### src/rtl/mips_pkg.sv
// mips_pkg: constants and types shared by the MIPS pipeline stages.
//   HALT_WORD     - instruction word that stops instruction fetch
//   RESET_PC      - fetch address after reset (word 0 holds the sentinel)
//   NOP_INST      - encoding placed in pipeline registers for a bubble
//   fetch_state_t - fetch-stage state: RUN (fetching) or HALT (stopped)
package mips_pkg;

    localparam logic [31:0] HALT_WORD = 32'hFFFF_FFFF;
    localparam logic [31:0] RESET_PC  = 32'h0000_0004;
    localparam logic [31:0] NOP_INST  = 32'h0000_0000;

    typedef enum logic {
        RUN  = 1'b0,
        HALT = 1'b1
    } fetch_state_t;

endpackage

### src/rtl/if_id_reg.sv
// if_id_reg: one pipeline register slot carrying {pc, pc4, inst, valid}.
// Written generically so the later pipeline registers can reuse it.
// Ports:
//   clk      in   clock, rising edge
//   rst      in   synchronous, active-high; clears the slot
//   load     in   capture new_pc/new_pc4/new_inst and mark valid
//   bubble   in   clear the slot (valid=0, inst=nop, pcs=0)
//   hold     in   keep current contents (blocks load)
//   new_pc   in   pc of the instruction being captured
//   new_pc4  in   pc+4 of the instruction being captured
//   new_inst in   instruction word being captured
//   pc, pc4, inst, valid  out  registered slot contents
// Priority: rst > bubble > hold > load; otherwise the slot holds.
module if_id_reg
    import mips_pkg::*;
(
    input  logic        clk,
    input  logic        rst,
    input  logic        load,
    input  logic        bubble,
    input  logic        hold,
    input  logic [31:0] new_pc,
    input  logic [31:0] new_pc4,
    input  logic [31:0] new_inst,
    output logic [31:0] pc,
    output logic [31:0] pc4,
    output logic [31:0] inst,
    output logic        valid
);

    // NOTE: state registers use non-blocking assignments so every flop
    // samples the pre-edge values regardless of block ordering.
    always_ff @(posedge clk) begin
        if (rst || bubble) begin
            pc    <= 32'h0;
            pc4   <= 32'h0;
            inst  <= NOP_INST;
            valid <= 1'b0;
        end else if (load && !hold) begin
            pc    <= new_pc;
            pc4   <= new_pc4;
            inst  <= new_inst;
            valid <= 1'b1;
        end
    end

endmodule

### src/rtl/inst_fetch.sv
// inst_fetch: instruction-fetch stage. Owns the PC, presents the word
// address to a combinational-read instruction memory and captures the
// returned word into the IF/ID register. Obeys stall/flush/redirect and
// stops for good (until rst) when the halt sentinel word is fetched.
// Ports:
//   clk, rst         clock; synchronous active-high reset
//   inst_addr  out   word address pc[AW+1:2] (pure slice of pc register)
//   inst_data  in    instruction word for inst_addr, same cycle
//   stall      in    hold pc and IF/ID
//   flush      in    squash IF/ID
//   redirect_valid/redirect_pc  in  taken branch/jump target (byte addr)
//   pc         out   current fetch PC
//   if_id_pc/if_id_pc4/if_id_inst/if_id_valid  out  IF/ID contents
//   halted     out   fetch stopped on HALT_WORD
module inst_fetch #(
    parameter int          AW        = 8,
    parameter logic [31:0] RESET_PC  = mips_pkg::RESET_PC,
    parameter logic [31:0] HALT_WORD = mips_pkg::HALT_WORD
) (
    input  logic          clk,
    input  logic          rst,
    output logic [AW-1:0] inst_addr,
    input  logic [31:0]   inst_data,
    input  logic          stall,
    input  logic          flush,
    input  logic          redirect_valid,
    input  logic [31:0]   redirect_pc,
    output logic [31:0]   pc,
    output logic [31:0]   if_id_pc,
    output logic [31:0]   if_id_pc4,
    output logic [31:0]   if_id_inst,
    output logic          if_id_valid,
    output logic          halted
);

    mips_pkg::fetch_state_t state, state_next;

    logic [31:0] pc_next;
    logic [31:0] pc_plus4;
    logic        load;
    logic        bubble;
    logic        hold;

    assign pc_plus4  = pc + 32'd4;   // 32-bit modulo by construction
    assign inst_addr = pc[AW+1:2];
    assign halted    = (state == mips_pkg::HALT);

    // Next-PC mux and FSM. Row order encodes priority:
    // redirect > halt detect > stall/flush > normal fetch.
    always_comb begin
        // NOTE: every signal gets a default first so no path leaves one
        // unassigned and infers a latch.
        pc_next    = pc;
        state_next = state;
        load       = 1'b0;
        bubble     = 1'b0;
        hold       = 1'b0;
        case (state)
            mips_pkg::RUN: begin
                if (redirect_valid) begin
                    pc_next = {redirect_pc[31:2], 2'b00};
                    bubble  = 1'b1;
                end else if (inst_data == HALT_WORD && !stall) begin
                    // Sentinel is never issued; pc stays on it.
                    bubble     = 1'b1;
                    state_next = mips_pkg::HALT;
                end else if (stall) begin
                    hold   = 1'b1;
                    bubble = flush;
                end else begin
                    pc_next = pc_plus4;
                    bubble  = flush;
                    load    = !flush;
                end
            end
            default: begin
                // HALT: everything frozen, IF/ID kept as a bubble.
                bubble = 1'b1;
            end
        endcase
    end

    always_ff @(posedge clk) begin
        if (rst) begin
            pc    <= RESET_PC;
            state <= mips_pkg::RUN;
        end else begin
            pc    <= pc_next;
            state <= state_next;
        end
    end

    if_id_reg u_if_id (
        .clk      (clk),
        .rst      (rst),
        .load     (load),
        .bubble   (bubble),
        .hold     (hold),
        .new_pc   (pc),
        .new_pc4  (pc_plus4),
        .new_inst (inst_data),
        .pc       (if_id_pc),
        .pc4      (if_id_pc4),
        .inst     (if_id_inst),
        .valid    (if_id_valid)
    );

endmodule
### config.mk
export PLATFORM = sky130hd
export DESIGN_NAME = inst_fetch
export DESIGN_NICKNAME = d
export VERILOG_FILES = /design/src/rtl/mips_pkg.sv /design/src/rtl/if_id_reg.sv /design/src/rtl/inst_fetch.sv
export SDC_FILE = /design/constraint.sdc
export NUM_CORES = 1
export LEC_CHECK = 0
export ABC_AREA = 0
export BUFFER_PORTS_ARGS = -buffer_cell sky130_fd_sc_hd__buf_2
export CAP_MARGIN = 20
export CORE_ASPECT_RATIO = 0.75
export CORE_UTILIZATION = 55
export CTS_BUF_LIST = sky130_fd_sc_hd__clkbuf_4
export CTS_CLUSTER_SIZE = 30
export DETAILED_ROUTE_END_ITERATION = 6
export HOLD_SLACK_MARGIN = 0.05
export PLACE_DENSITY_LB_ADDON = 0.25
export SLEW_MARGIN = 40
export SYNTH_ARGS = -nofsm -noshare
export SYNTH_HDL_FRONTEND = slang
export SYNTH_HIERARCHICAL = 1
export SYNTH_SLANG_ARGS = --single-unit
### constraint.sdc
create_clock -name clk -period 3.7 [get_ports clk]
set_input_delay 0.37 -clock clk [delete_from_list [all_inputs] [get_ports clk]]
set_output_delay 0.37 -clock clk [all_outputs]
set_load 0.01 [all_outputs]
* After elaboration in Yosys (flattened, before gate mapping)
Index checks and enable logic that the tools add are counted.
** Cells by class
- $add $sub $neg :: 1
- Multiply operators :: 0
- Div/mod/pow operators :: 0
- Magnitude comparators :: 0
- Eq/ne operators :: 3
- Shift operators :: 0
- Mux-type cells :: 17
- Bitwise operators :: 1
- Reductions and logical operators :: 7
** Operator list (number)
- 2-to-1 mux 32 bit :: 3
- adder 32 x 3 -> 32 bit (second input constant) :: 1
- equality test 32 bit (second input constant) :: 1
- 2-to-1 mux 1 bit :: 14
- zero test 1 bit :: 3
- AND reduction 3 bit :: 1
- logical AND 1 bit :: 2
- inequality test 2 x 1 -> 1 bit (second input constant) :: 1
- inequality test 2 bit (second input constant) :: 1
- logical OR 1 bit :: 1
- NOT 1 bit :: 1
** Word-level totals
- Register bits :: 130
- Latch bits :: 0
- Memory bits (writable) :: 0
- ROM bits :: 0
- Output and inout port bits :: 138
- Memories :: 0

* Longest topological paths before layout
- Depth in word-level cells :: 7
- Gate-level depth with buffers :: 11
- Gate-level depth less buffers :: 8

* By module
The synthesis kept the hierarchy.
** By module, submodules not included
- if_id_reg :: times used 1, cells each 423, area each 3497.1 µm², sequential area each 1941.9 µm²
- inst_fetch :: times used 1, cells each 336, area each 2429.8 µm², sequential area each 620.6 µm²

* Worst setup path before layout
No wires, ideal clock.
- Path kind :: reg-to-reg
- Start :: reg, netlist name pc[4]
- End :: reg, netlist name pc[27]
- Setup time :: 0.088 ns
- Arrival time :: 2.275 ns
- Data required time :: 3.612 ns
- Slack :: 1.337 ns
- Cell stages (with the launch flop) :: 8
- Cells stage by stage :: dfxtp_1 buf_6 nand3_4 or4_4 buf_6 or4_4 o31a_1 o32ai_2

==> metrics.yaml <==
status: "completed"
hold_end: "u_if_id/inst[26]"
die_x_um: 121.9
r2r_end: "pc[27]"
fill_cells: 841
r2r_slack_ps: 820
clk_latency_ps: 530
h-tree-depth: 4
tritoncts: "done"
p_per_area_nw_per_um2: 413.8
die_h_um: 91.90
clock-sinks: 128
synth_cell_types: 55
row_count: 32
antenna_cells: 0
min_from: "inst_data[26]"
post-route-util_pct: 70.62
synth.avg_cell_area_um2: 7.809
place_hpwl_um: 11350
synth_most_common_cell: "nand2_1"
rsz0062_at_grt: "no"
hp-class: "input port to flop"
yosysTopAreaCellShare_pct: 43.23
crit_path_max_fanout: 12
drcViolationCount: 0
drv_slew: 0
critPathCaptureType: "flop"
placed_cell_area_um2: 6858
cp.required_ps: 4130
tightest_slew_ps: 764.6
cap_violations: 0
postRouteAntennaNets: 0
antenna_found_initial: 0
clk_pin_slew_ps: 120
hold_ws_ps: 86.81
synth_commonest_cells: "nand2_1, dfxtp_1, a21oi_1"
worstRegToRegCells: 5
avgRoutedWirePerCell_um: 15.32
grt_start_max_net_pins: 77
max_freq_mhz: 347.4
p_leak_nw: 2.984
synth.area.top_cells: "dfxtp_1, nand2_1, a21oi_1, a21oi_2, buf_4"
first_pass_iters: 5
fin_crit_sh_pct: 77.81
numCtsBuffers: 17
yosysTopAreaCell: "dfxtp_1"
max-slew-margin-rel_pct: 49.03
synth-edff-count: 0
io_buffers: 202
grt_remaining_overflow: 0
first_iter_violations: 459
fin_crit_ps: 2879
stdcell_area_um2: 7323
start_util_pct: 57.15
first_global_vias: 5537
synth_seq_cells: 128
peakVddDrop_uv: 332.7
postSynthCellCount: 759
syn2layout_area_growth_pct: 23.56
nets: 1005
root_buffer: "clkbuf_4"
synth-async-reset-ratio_pct: 0
ys_warn_count: 6
clockBufferDepth: 2
synth_area_um2: 5927
drive_gt1_share_pct: 30.70
totalWireLength_um: 16610
setup_viol: 0
vias: 6015
ys_seq_area_share_pct: 43.23
synthFlopType: "dfxtp_1"
core-area_um2: 10370
die_area_um2: 11200
whs_path_depth: 3
arrival_ps: 3310
tns_ps: 0
grt_usage_pct: 29.85
crit_path_start_kind: "flop"
hold_violations: 0
gp_routability_congestion: 0.8586
worstReg2RegStart: "pc[5]"
crit_type: "flop to flop"
grt_pass1_wl_um: 26510
post_cts_buffers: 0
finalClockSkew_ps: 17.46
viasPerCell: 5.549
ios: 207
-- state kept, by name, summed over array words and instances (netlist names) --
name / count
u_if_id/pc: 32
u_if_id/valid: 1
halted: 1
u_if_id/inst: 32
pc: 30
u_if_id/pc4: 32
-- cells by family (layout without fill, tap and decap cells) --
group,count (synthesis),count (layout),synth area share (%)
AO/OA/AOI/OAI,188,188,20.48
XOR/XNOR,21,21,3.103
adder cells (fa/ha/maj),1,1,0.2111
buffers and inverters,73,257,7.051
flip-flops,128,128,43.23
multiplexers,1,1,0.1689
other,1,6,0.06327
AND/OR/NAND/NOR,346,346,25.69
-- per-layer routing --
| metal | up-vias | part of all wire, % | global-route usage [%] |
|---|---|---|---|
| met1 | 2780 | 44 | 39.69 |
| li1 | 2929 | - | - |
| met2 | 275 | 46 | 46.56 |
| met3 | 31 | 8.8 | 7.587 |
| met5 | - | 0 | 0 |
| met4 | 0 | 1.6 | 10.60 |
-- metrics by stage --
stage | cells | worst slack (ps) | total power, mW
after floorplan | 764 | 1337 | 1.659
after global placement | 1043 | 942.8 | 1.750
after detailed placement | 1045 | 856.5 | 1.762
after CTS | 1080 | 830.5 | 3.039
after global routing | 1084 | 660.8 | 3.150
final | 1084 | 821.1 | 3.030
-- critical path, cell delays in order (launching register included) --
cell	delay, ps
dfxtp_1	520
nand4_1	510
or4_4	730
or4_4	570
o31a_1	270
o32ai_2	200
-- worst max path at each step --
| stage | from | end | slack (ps) | depth (start not counted) |
|---|---|---|---|---|
| after floorplan | pc[4] | pc[27] | 1340 | 7 |
| after global placement | pc[5] | pc[27] | 940 | 5 |
| after detailed placement | stall | u_if_id/inst[13] | 860 | 10 |
| after CTS | pc[5] | pc[27] | 830 | 5 |
| after global routing | pc[5] | pc[27] | 660 | 5 |
| final | pc[5] | pc[27] | 820 | 5 |
-- area by class of cell --
class                   instances  area, um^2  share of cell area [%]
multi-input cells             563        3000                   40.97
flip-flops and latches        128        2562                   34.99
clock inverters                14       260.3                   3.554
clock buffers                  18       135.1                   1.845
well taps                     136       170.2                   2.324
inverters                       5       18.77                  0.2563
repair buffers                220        1176                   16.06
-- cells in the final DEF (no fill, tap or decap), types with 12 or more instances in the layout --
master / n
nand2b_1: 12
a21oi_1: 96
buf_2: 202
clkbuf_4: 18
a21oi_2: 30
nor4_1: 12
o21ai_0: 17
dfxtp_1: 128
nor2_1: 23
nand2_1: 237
-- power breakdown --
| part | total [mW] | internal (mW) | switching, mW |
|---|---|---|---|
| registers | 1.45 | 1.40 | 0.0507 |
| clock network | 1.29 | 0.750 | 0.540 |
| logic | 0.286 | 0.120 | 0.166 |
| total | 3.03 | 2.27 | 0.757 |
-- timing repair --
action                     4_1_cts  5_1_grt
setup endpoints to repair        0        0
gates resized for setup          0        0
hold buffers                     3        4
hold endpoints to repair         3        4
No activity file was read; power rests on OpenSTA's default activity.
